**config.mk**
```make
export PLATFORM = sky130hd
export DESIGN_NAME = mul_div_unit
export DESIGN_NICKNAME = d
export VERILOG_FILES = /design/src/rtl/mul_div_unit.sv
export SDC_FILE = /design/constraint.sdc
export NUM_CORES = 1
export LEC_CHECK = 0
export CAP_MARGIN = 0
export CORE_AREA = 8 8 170 140
export CTS_BUF_LIST = sky130_fd_sc_hd__clkbuf_4 sky130_fd_sc_hd__clkbuf_8
export CTS_CLUSTER_DIAMETER = 60
export DETAILED_ROUTE_END_ITERATION = 16
export DIE_AREA = 0 0 178 148
export PLACE_DENSITY = 0.82
export SYNTH_ARGS = -nofsm -noshare
export SYNTH_HDL_FRONTEND = slang
export SYNTH_SLANG_ARGS = --single-unit
```
**constraint.sdc**
```tcl
create_clock -name clk -period 4 [get_ports clk]
set_clock_uncertainty 0.15 [all_clocks]
set_input_delay 1 -clock clk [delete_from_list [all_inputs] [get_ports clk]]
set_output_delay 1 -clock clk [all_outputs]
set_load 0.1 [all_outputs]
```
**src/rtl/mul_div_unit.sv**
```systemverilog
// mul_div_unit: iterative multiply/divide unit holding the HI/LO registers.
// mult/multu run shift-add over N cycles; div/divu run restoring
// shift-subtract over N cycles; a final cycle applies sign correction.
// Optional feature macro: MDU_DIV_EN builds the divider and enables
// div/divu. Without it, starts with op[1]=1 are ignored.
module mul_div_unit #(
  parameter int N = 32
) (
  input  logic         clk,
  input  logic         reset_n,
  input  logic         start,
  input  logic [1:0]   op,
  input  logic [N-1:0] src1,
  input  logic [N-1:0] src2,
  input  logic         wr_hi,
  input  logic         wr_lo,
  input  logic [N-1:0] wr_data,
  output logic         busy,
  output logic         done,
  output logic [N-1:0] hi,
  output logic [N-1:0] lo
);

  localparam int CW = $clog2(N);

  typedef enum logic [1:0] {IDLE, RUN, FIX} state_t;

  state_t           state_q, state_d;
  logic [CW-1:0]    cnt_q;
  logic             busy_q, done_q;
  logic [N-1:0]     hi_q, lo_q;
  logic             accept;

  // Datapath registers: no reset, they are always loaded on an accepted start.
  logic [2*N-1:0]   acc_q;
  logic [N-1:0]     opb_q;
  logic             neg_lo_q;
  logic [N:0]       mul_sum;
  logic [2*N-1:0]   mul_next;
  logic [N-1:0]     res_hi, res_lo;

`ifdef MDU_DIV_EN
  logic [N-1:0]     rem_q;
  logic             is_div_q, neg_hi_q, dz_q;
  logic [N:0]       rem_sh;
  logic             div_ge;
  logic [N-1:0]     rem_next;
`endif

  // Magnitude of an operand; only signed ops strip the sign.
  function automatic logic [N-1:0] mag(input logic [N-1:0] v, input logic sgn_op);
    logic [N-1:0] r;
    r = v;
    if (sgn_op && v[N-1]) r = ~v + 1'b1;
    return r;
  endfunction

  function automatic logic [N-1:0] neg_n(input logic [N-1:0] v, input logic neg);
    logic [N-1:0] r;
    r = neg ? (~v + 1'b1) : v;
    return r;
  endfunction

  function automatic logic [2*N-1:0] neg_2n(input logic [2*N-1:0] v, input logic neg);
    logic [2*N-1:0] r;
    r = neg ? (~v + 1'b1) : v;
    return r;
  endfunction

`ifdef MDU_DIV_EN
  assign accept = start && (state_q == IDLE);
`else
  assign accept = start && (state_q == IDLE) && !op[1];
`endif

  // Next-state logic for the IDLE -> RUN -> FIX sequence.
  always_comb begin
    state_d = state_q;
    unique case (state_q)
      IDLE:    if (accept) state_d = RUN;
      RUN:     if (cnt_q == CW'(N - 1)) state_d = FIX;
      FIX:     state_d = IDLE;
      default: state_d = IDLE;
    endcase
  end

  // One iteration step for each algorithm plus the sign-corrected result.
  always_comb begin
    mul_sum  = {1'b0, acc_q[2*N-1:N]} + ({1'b0, opb_q} & {(N+1){acc_q[0]}});
    mul_next = {mul_sum, acc_q[N-1:1]};
    {res_hi, res_lo} = neg_2n(acc_q, neg_lo_q);
`ifdef MDU_DIV_EN
    rem_sh   = {rem_q, acc_q[N-1]};
    div_ge   = (rem_sh >= {1'b0, opb_q});
    rem_next = div_ge ? N'(rem_sh - {1'b0, opb_q}) : N'(rem_sh);
    if (is_div_q) begin
      res_lo = dz_q ? '1 : neg_n(acc_q[N-1:0], neg_lo_q);
      res_hi = neg_n(rem_q, neg_hi_q);
    end
`endif
  end

  // Control state, handshake outputs and the architectural HI/LO registers.
  always_ff @(posedge clk or negedge reset_n) begin
    if (!reset_n) begin
      state_q <= IDLE;
      cnt_q   <= '0;
      busy_q  <= 1'b0;
      done_q  <= 1'b0;
      hi_q    <= '0;
      lo_q    <= '0;
    end else begin
      state_q <= state_d;
      busy_q  <= (state_d != IDLE);
      done_q  <= (state_q == FIX);
      if (state_q == RUN) cnt_q <= cnt_q + 1'b1;
      else                cnt_q <= '0;
      if (state_q == FIX) begin
        hi_q <= res_hi;
        lo_q <= res_lo;
      end else if (!busy_q) begin
        if (wr_hi) hi_q <= wr_data;
        if (wr_lo) lo_q <= wr_data;
      end
    end
  end

  // Operand latch on start, then one multiply or divide step per RUN cycle.
  always_ff @(posedge clk) begin
    if (accept) begin
      neg_lo_q <= op[0] & (src1[N-1] ^ src2[N-1]);
`ifdef MDU_DIV_EN
      is_div_q <= op[1];
      neg_hi_q <= op[0] & src1[N-1];
      dz_q     <= (src2 == '0);
      rem_q    <= '0;
`endif
      if (op[1]) begin
        acc_q <= {{N{1'b0}}, mag(src1, op[0])};
        opb_q <= mag(src2, op[0]);
      end else begin
        acc_q <= {{N{1'b0}}, mag(src2, op[0])};
        opb_q <= mag(src1, op[0]);
      end
    end else if (state_q == RUN) begin
`ifdef MDU_DIV_EN
      if (is_div_q) begin
        rem_q          <= rem_next;
        acc_q[N-1:0]   <= {acc_q[N-2:0], div_ge};
      end else begin
        acc_q <= mul_next;
      end
`else
      acc_q <= mul_next;
`endif
    end
  end

  assign busy = busy_q;
  assign done = done_q;
  assign hi   = hi_q;
  assign lo   = lo_q;

endmodule

```
==> impl_metrics.yaml <==
worst_setup_path:
  critPathLaunch: "acc_q[0]"
  critPathMaxFanout: 31
  timing.rr.end: "acc_q[52]"
  crit_chain: "buf_12 -> and2_1 -> ha_1 -> nand2_1 -> o21ai_0 -> nand4_1 -> a21bo_2 -> a2111oi_0 -> o21ai_0 -> nor3b_1"
  r2r_slack_ps: 320
  crit-reg2reg-launch: "acc_q[0]"
  r2r_cells: 10
  arrival_ps: 3760
  worstSetupEndpoint: "acc_q[52]"
  crit_slowest_cell: "a2111oi_0"
  cp_common_cell: "o21ai_0"
  path_class: "flip-flop to flip-flop"
  cp.required_ps: 4080
  slowest_delay_ps: 740
  timing.critical_path.to_type: "flip-flop"
  cp-start-kind: "flip-flop"
yosys:
  yosys.area.top_type: "edfxtp_1"
  synthDistinctLibCells: 57
  synth_edf_count: 97
  syn_area_per_cell_um2: 9.11
  synth_ff_type: "edfxtp_1"
  synth_area_leaders: "edfxtp_1 25%, dfrtp_1 16%, xnor2_1 5.4%, xor2_1 5.1%, a21oi_1 4.9%"
  synthArstFlopShare_pct: 42.9
  syn-cell-area_um2: 11700
  ys_ff_latch: 170
  yosys_warnings: 0
  yosysSeqAreaShare_pct: 40.4
  synth_commonest_cells: "136 x nand2_1, 115 x a21oi_1, 115 x nor2_1"
  syn_inst: 1288
  synthesis.nets: 1429
  synth_top_area_share_pct: 24.8
  yosysMostFrequentCell: "nand2_1"
die:
  fp.dieW_um: 178
  core_area_um2: 21100
  io_pins: 169
  initial_core_util_pct: 55.7
  die-area_um2: 26300
  die_y_um: 148
  fp-row-count: 48
cells_and_area:
  nNetsFinal: 1597
  drive_above_1_share_pct: 8.99
  fillCellCount: 1670
  n_antenna_cell: 0
  area_delta_synth_final_pct: 21.7
drt:
  drt-wirelength-per-cell_um: 20.4
  avgViaCountPerCell: 6.12
  drc: 0
  drt_first_pass_iters: 5
  vias: 10674
  drt_wl_total_um: 35500
  ant_nets: 0
  drt-initial-drc-count: 1150
power:
  power_density_nw_per_um2: 714
  p_leak_nw: 5.71
  vdd.ir_drop.worst_v: 0.000898
global_routing:
  grt_pass1_wl_um: 55000
  track_usage_pct: 26.5
  grt_start_max_net_pins: 68
  grt_pass1_vias: 10023
  gr-total-overflow: 0
  antenna_found_initial: 0
cts:
  cts_inserted_buffers: 17
  clock_path_buffers: 2
  cts.sinks: 170
  cts_setup_buffers: 0
  cts_resized: 0
  hold_buffers: 0
  path_clk_slew_ps: 100
  clkLatencyLatePin_ps: 480
  cts_root_buf: "clkbuf_8"
  htree_levels: 4
  cts_tree: "yes"
placed_design:
  place_hpwl_um: 27900
  pre_cts_ws_ps: -16.7
  globalplace.congestion: 0.941
  port_buffers: 168
timing:
  fin_crit_sh_pct: 92.1
  whs_ps: 331
  layout_setup_ws_ps: 315
  post-route-min-period_ps: 3680
  slew_violations: 0
  hold_viol: 0
  worst_pin_slew_ps: 1100
  maxClockFrequency_mhz: 271
  relSlewSlack_pct: 26.5
  setup_viol: 0
  rsz0062_at_grt: "false"
job:
  max_cap_viol_count: 0
run_status:
  status: "finished clean"
min_path:
  hold_class: "flip-flop to flip-flop"
  min_path_cells: 1
## cell families after synthesis
| kind of cell | share of synthesized area [%] |
|---|---|
| mux | 6.18 |
| flops | 40.4 |
| fa+ha+maj | 4.12 |
| simple gates | 17.6 |
| compound gates | 18.3 |
| xor+xnor | 10.5 |
| buf+inv | 2.86 |
## cells in the final DEF (no fill, tap or decap), types with 14 or more instances in the layout
master	Yosys	final
clkdlybuf4s50_1	0	166
nand2_1	136	135
nor2_1	115	115
a21oi_1	115	115
o21ai_0	114	114
edfxtp_1	97	97
xnor2_1	73	73
dfrtp_1	73	73
xor2_1	68	68
buf_4	0	47
and2_1	42	42
mux2i_1	41	41
ha_1	37	37
o31ai_1	31	31
nor3_1	28	28
mux2_2	28	28
inv_1	20	20
o41ai_1	17	17
clkbuf_8	0	17
or4_1	16	16
a21o_1	16	16
o21a_1	14	14
## layer usage
layer / up-vias / part of all wire [%] / wire (um) / track usage, %
met5: - / 0 / 0 / 0
met4: 0 / 1.2 / 431 / 5.91
met3: 40 / 11 / 3950 / 5.35
met2: 595 / 42 / 14900 / 38.7
met1: 5015 / 46 / 16300 / 39.6
li1: 5024 / - / - / -
## critical path: cells and delay by family (launching register included)
family                     cells  cell delay, ps
AOI/OAI and AO/OA              4            1480
and+or+nand+nor                4             680
DFF                            1             540
adders and majority gates      1             350
buffers and inverters          1             220
## through the flow
step | util (%) | TNS [ps] | area (um2) | cells | power, mW
6_report | 67.8 | 0 | 14300 | 1744 | 10.2
5_1_grt | 67.8 | 0 | 14300 | 1744 | 10.7
4_1_cts | 67.8 | 0 | 14300 | 1744 | 10.1
3_5_place_dp | 65.9 | -43.6 | 13900 | 1712 | 8.93
3_3_place_gp | 65.9 | 0 | 13900 | 1712 | 8.82
2_1_floorplan | - | 0 | 11700 | 1288 | 7.24
## area by class of cell
class | count | area (um2) | share of cell area, %
Timing Repair Buffer | 217 | 2060 | 14.5
Inverter | 21 | 78.8 | 0.552
Clock buffer | 17 | 234 | 1.64
Tap cell | 275 | 344 | 2.41
Sequential cell | 170 | 4740 | 33.2
Multi-Input combinational cell | 1029 | 6670 | 46.7
Clock inverter | 15 | 153 | 1.07
## report_power, final
part	switching, mW	internal (mW)
combinational	3.72	1.86
sequential	0.763	2.65
clock	0.751	0.465
## worst min-delay path by stage
stage / start / endpoint
after floorplan: cnt_q[0] / cnt_q[0]
after global placement: cnt_q[0] / cnt_q[0]
after detailed placement: cnt_q[0] / cnt_q[0]
after CTS: cnt_q[0] / cnt_q[0]
after global routing: cnt_q[0] / cnt_q[0]
final: cnt_q[0] / cnt_q[0]
## flip-flops by register name (all words and copies together), names as in the netlist
signal	count
acc_q	64
hi	32
lo	32
opb_q	32
cnt_q	5
state_q	2
busy	1
done	1
neg_lo_q	1
No activity file was read; power rests on OpenSTA's default activity.
